### src/rtl/pipe_stage_reg.sv
// pipe_stage_reg: one pipeline stage boundary register with stall/bubble/flush
// handling, a multicycle temporary/step-count feedback path, and optional
// performance counters enabled by defining the macro PIPE_STAGE_PERF_CNT_EN.
module pipe_stage_reg #(
    parameter int unsigned        DATA_W      = 32,
    parameter int unsigned        TMP_W       = 64,
    parameter int unsigned        CNT_W       = 2,
    parameter int unsigned        STALL_W     = 6,
    parameter int unsigned        STAGE       = 3,
    parameter logic [DATA_W-1:0]  NOP_PAYLOAD = '0,
    parameter int unsigned        PERF_W      = 32
) (
    input  logic               clk,
    input  logic               rst,
    input  logic [STALL_W-1:0] stall,
    input  logic               flush,
    input  logic               in_valid,
    input  logic [DATA_W-1:0]  in_payload,
    input  logic [TMP_W-1:0]   tmp_i,
    input  logic [CNT_W-1:0]   cnt_i,
    input  logic               perf_clr,
    output logic               out_valid,
    output logic [DATA_W-1:0]  out_payload,
    output logic [TMP_W-1:0]   tmp_o,
    output logic [CNT_W-1:0]   cnt_o,
    output logic [PERF_W-1:0]  stall_cycles,
    output logic [PERF_W-1:0]  flush_count
);

    // This stage's own stall request and the downstream stage's request.
    logic s_bit;
    logic d_bit;
    assign s_bit = stall[STAGE];
    assign d_bit = stall[STAGE+1];

    // Only two bits of the stall vector matter to this stage.
    logic unused_stall;
    assign unused_stall = ^stall;

    // Stage register: reset, then flush, bubble, advance, hold in priority order.
    always_ff @(posedge clk) begin
        if (!rst) begin
            out_valid   <= 1'b0;
            out_payload <= NOP_PAYLOAD;
            tmp_o       <= '0;
            cnt_o       <= '0;
        end else if (flush) begin
            out_valid   <= 1'b0;
            out_payload <= NOP_PAYLOAD;
            tmp_o       <= '0;
            cnt_o       <= '0;
        end else if (s_bit && !d_bit) begin
            // Downstream keeps moving while we stall: insert a bubble.
            out_valid   <= 1'b0;
            out_payload <= NOP_PAYLOAD;
            tmp_o       <= tmp_i;
            cnt_o       <= cnt_i;
        end else if (!s_bit) begin
            // Payload captured even when invalid; downstream qualifies with out_valid.
            out_valid   <= in_valid;
            out_payload <= in_payload;
            tmp_o       <= '0;
            cnt_o       <= '0;
        end else begin
            // Both stalled: keep the instruction, keep feeding back multicycle state.
            tmp_o       <= tmp_i;
            cnt_o       <= cnt_i;
        end
    end

`ifdef PIPE_STAGE_PERF_CNT_EN
    localparam logic [PERF_W-1:0] PERF_MAX = '1;

    logic [PERF_W-1:0] stall_cnt;
    logic [PERF_W-1:0] flush_cnt;

    // Saturating stall/flush event counters; clear wins over increment.
    always_ff @(posedge clk) begin
        if (!rst || perf_clr) begin
            stall_cnt <= '0;
            flush_cnt <= '0;
        end else begin
            if (s_bit && !flush && (stall_cnt != PERF_MAX)) begin
                stall_cnt <= stall_cnt + PERF_W'(1);
            end
            if (flush && (flush_cnt != PERF_MAX)) begin
                flush_cnt <= flush_cnt + PERF_W'(1);
            end
        end
    end

    assign stall_cycles = stall_cnt;
    assign flush_count  = flush_cnt;
`else
    // Counters compiled out: report zero and ignore the clear request.
    logic unused_perf;
    assign unused_perf  = perf_clr;
    assign stall_cycles = '0;
    assign flush_count  = '0;
`endif

endmodule
### config.mk
export PLATFORM = sky130hd
export DESIGN_NAME = pipe_stage_reg
export DESIGN_NICKNAME = d
export VERILOG_FILES = /design/src/rtl/pipe_stage_reg.sv
export SDC_FILE = /design/constraint.sdc
export NUM_CORES = 1
export LEC_CHECK = 0
export ABC_AREA = 1
export BUFFER_PORTS_ARGS = -buffer_cell sky130_fd_sc_hd__buf_2
export CAP_MARGIN = 20
export CORE_AREA = 2 2 106 108
export DETAILED_ROUTE_END_ITERATION = 10
export DIE_AREA = 0 0 108 110
export PLACE_DENSITY = 0.72
export SYNTH_ARGS = -nofsm -noshare
export SYNTH_HDL_FRONTEND = slang
export SYNTH_SLANG_ARGS = --single-unit
### constraint.sdc
create_clock -name clk -period 0.9 [get_ports clk]
set_input_delay 0.18 -clock clk [delete_from_list [all_inputs] [get_ports clk]]
set_output_delay 0.18 -clock clk [all_outputs]
set_load 0.02 [all_outputs]
== Word-level counts from Yosys, hierarchy flattened ==
Index checks and enable logic that the tools add are counted.

* Register bits after elaboration: 99
* Bits in latches: 0
* Bits in writable memories: 0
* Memory bits (read-only): 0
* Output and inout bits: 163
* Memories kept: 0

* $add $sub $neg: 0
* Multipliers: 0
* Divide/modulo/power cells: 0
* Magnitude comparators: 0
* Equal/unequal tests: 0
* Shift operators: 0
* Mux-type cells: 4
* Bitwise operators: 1
* Reductions and logical operators: 4

{| class="wikitable"
|+ Operators with widths
! cell !! number
|-
| $mux W64 || 2
|-
| $mux W2 || 2
|-
| $reduce_or A3 Y1 || 1
|-
| $reduce_or A2 Y1 || 1
|-
| $logic_and A1 B1 Y1 || 1
|-
| $logic_not A1 Y1 || 1
|-
| $not A1 Y1 || 1
|}

== Longest topological paths before layout ==
* Word-level depth: 3
* Gate-level depth with buffers: 6
* Gate-level depth less buffers: 4

== Worst setup path after synthesis ==
Ideal clock, no wire load.

* Path kind: input-to-reg
* Start point: input stall[3]
* End point: register out_payload[11]
* Setup time: 0.117 ns
* Data arrival time: 0.703 ns
* Data required time: 0.783 ns
* Slack: 0.080 ns
* Stages on the path: 6
* Cell sequence: buf_4 -> buf_4 -> nand2_1 -> clkinv_1 -> nor2_1 -> nor2_1

* Word-level cells in the longest chain between the ends: 2

{| class="wikitable"
|+ RTL lines
! item !! line !! source
|-
| start: declaration || 15 || <nowiki>input logic [STALL_W-1:0] stall,</nowiki>
|-
| $logic_and A1 B1 Y1 || 52 || <nowiki>end else if (s_bit && !d_bit) begin</nowiki>
|-
| $reduce_or A3 Y1 (no source line) || -- ||
|-
| end signal: assignment || 61 || <nowiki>out_payload <= in_payload;</nowiki>
|-
| end: declaration || 23 || <nowiki>output logic [DATA_W-1:0] out_payload,</nowiki>
|}

Several ways; a longest one is shown, not always the timed one.
A chain may end at the register's enable or synchronous reset.

== Worst setup path after layout ==
* Start point: register tmp_o[28]
* End point: output tmp_o[28]

{| class="wikitable"
|+ RTL lines
! item !! line !! source
|-
| start: declaration || 24 || <nowiki>output logic [TMP_W-1:0] tmp_o,</nowiki>
|-
| start signal: assignment || 56 || <nowiki>tmp_o <= tmp_i;</nowiki>
|-
| start signal: assignment || 66 || <nowiki>tmp_o <= tmp_i;</nowiki>
|}

No word-level cell between the ends.

==> flow_metrics.py <==
metrics = {
    "setup_path": {
        "cp_num_buf_inv": 1,
        "cpMaxStageDelayCell": "dfxtp_2",
        "worstSetupStartpointType": "flop",
        "critPathMaxFanout": 1,
        "cp.arrival_ns": 0.83,
        "cpPeakStageDelay_ns": 0.35,
        "worst_setup_path_end_kind": "primary output",
        "path_depth": 1,
        "path_class": "reg2out",
        "rr_worst_depth": 5,
        "crit_required_ns": 0.72,
        "crit_start": "tmp_o[28]",
        "path_cells": "buf_6",
        "r2r_start": "out_payload[30]",
        "r2r_slack_ns": 0.09,
        "cp_top_family": "flip-flops",
    },
    "timing": {
        "finalSetupViolations": 99,
        "rsz0062_at_grt": "true",
        "fin_crit_sh_pct": 112,
        "report.final.slew_viol_count": 0,
        "timing.clock.skew_ns": 0,
        "fin_setup_tns_ns": -9.10,
        "hold_viol_final": 0,
        "max_freq_mhz": 991,
        "min_period_ns": 1.01,
        "setup_slack_ns": -0.109,
    },
    "placement": {
        "post-place-ws_ns": -0.0970,
        "dp_cells": 847,
        "dpl.hpwl_mm": 6.31,
        "gp_congestion": 0.736,
        "io_buffer_count": 202,
    },
    "logic_synthesis": {
        "syn_avg_cell_area_um2": 7.43,
        "async_reset_ff_share_pct": 0,
        "ys_seq_area_share_pct": 51.6,
        "synthTopCellsByCount": "nor2_1 (166), inv_1 (129), dfxtp_1 (99)",
        "ys_warn_count": 0,
        "synth-seq-cells": 99,
        "yosysMostFrequentCell": "nor2_1",
        "synthTopCellsByArea": "dfxtp_1 (52%), nor2_1 (16%), buf_4 (13%)",
        "syn-instance-count": 517,
        "ys_types": 10,
        "synth-edff-count": 0,
        "synthesis.area_mm2": 0.00384,
        "yosys.area.top_type": "dfxtp_1",
        "synth_top_area_share_pct": 51.6,
        "ys.flop_type": "dfxtp_1",
    },
    "finish": {
        "fill_cells": 920,
        "diodes": 0,
        "num-nets-final": 874,
        "stdcell_count": 910,
        "area_growth_pct": 60.3,
        "drive_above_1_share_pct": 42.2,
    },
    "status": {
        "outcome": "finished, violations left",
        "violations": "negative setup slack",
    },
    "die": {
        "row_count": 38,
        "initial_core_util_pct": 35.9,
        "core_area_mm2": 0.0107,
        "die_w_um": 108,
        "io_pins": 272,
        "die_h_um": 110,
        "dieArea_mm2": 0.0119,
    },
    "routing": {
        "drt_pass1_iterations": 4,
        "drc": 0,
        "first_iter_violations": 138,
        "wire_per_inst_um": 10.9,
        "routed_wirelength_mm": 9.96,
        "vias_per_cell": 3.83,
        "num_vias": 3489,
        "postRouteAntennaNets": 0,
    },
    "cts": {
        "worstSkewPairLatency_ns": 0.35,
        "numCtsBuffers": 9,
        "cts_tree": "built",
        "cts_max_path_buffers": 2,
        "htreeDepth": 3,
        "clk_pin_slew_worst_paths_ns": 0.11,
        "cts_root_buffer": "clkbuf_8",
        "cts.sinks": 99,
    },
    "flow_run": {
        "cap_violations": 0,
    },
    "global_routing": {
        "grt_max_degree": 54,
        "grt_pass1_wl_mm": 14.9,
        "grt_use_total_pct": 16.3,
        "grt_overflow": 0,
        "antenna_found_initial": 0,
        "grt_pass1_vias": 3334,
    },
    "worst_hold_path": {
        "min_from": "tmp_i[7]",
        "hold_path.class": "in2reg",
        "hold_path_depth": 3,
    },
    "pwr": {
        "ir_drop_uv": 807,
        "powerDensity_mw_per_mm2": 1420,
        "power_leakage_nw": 3.57,
    },
}
## cell families (layout without fill, tap and decap cells)
family | count (synthesis) | in the layout | synth area share (%)
buffers and inverters | 215 | 405 | 28.6
and+or+nand+nor | 202 | 202 | 19.7
other | 1 | 64 | 0.0976
DFF | 99 | 99 | 51.6
## final timing paths
check,endpoint
hold / removal,tmp_o[7]
setup / recovery,tmp_o[28]
hold reg to reg,out_payload[11]
setup reg to reg,out_payload[30]
## area by class of cell
type                       instances  area, um2  area share [%]
timing repair buffer             255       2190            35.6
sequential                        99       2110            34.2
multi-input combinational        266       1000            16.3
inverter                         134        503            8.17
tap                              140        175            2.84
clock buffer                      10        128            2.07
clock inverter                     6       55.1           0.894
## cell usage in the layout (no fill, tap or decap), types with 2 or more instances in the layout
cell type | Yosys | final
inv_1 | 129 | 129
clkbuf_8 | 0 | 9
dlygate4sd3_1 | 0 | 45
conb_1 | 1 | 64
buf_2 | 8 | 103
buf_6 | 4 | 99
buf_12 | 0 | 4
nand2_1 | 36 | 35
buf_4 | 67 | 4
clkinv_1 | 5 | 5
clkinv_4 | 0 | 2
inv_6 | 0 | 3
dfxtp_2 | 0 | 99
nor2_1 | 166 | 166
## per-layer routing
metal  vias to the layer above  part of all wire (%)  GRT usage, %
li1                       1776                     -             -
met2                       159                    54          30.2
met1                      1533                    36          16.6
met3                        21                   7.7          5.35
met4                         0                   2.4          7.14
met5                         -                     0             0
## through the flow
step	hold slack [ns]	total power (W)	instance area [um2]	utilization, %
CTS	0.0000108	0.00876	6120	57.2
floorplan	0.292	0.00554	4080	-
detailed placement	0.397	0.00573	4770	44.6
finish	0.0227	0.00871	6160	57.6
global placement	0.392	0.00572	4770	44.6
global route	0.00838	0.00917	6160	57.6
## what timing repair did
action | CTS | global route
setup endpoints to repair | 99 | 99
pin swaps | 0 | 0
resized for setup | 297 | 0
setup buffers | 0 | 2
hold endpoints to repair | 43 | 2
hold buffers | 43 | 2
## registers in the layout, summed over array words and instances (netlist names)
name and flops:
cnt_o 2, out_payload 32, out_valid 1, tmp_o 64
## power breakdown
part | leakage, nW | internal, W | total [W] | switching [W]
clock network | 0.0938 | 0.00107 | 0.00272 | 0.00165
logic | 2.63 | 0.000635 | 0.00142 | 0.000787
registers | 0.851 | 0.00452 | 0.00458 | 0.0000620
Power figures use the tool's default switching activity.
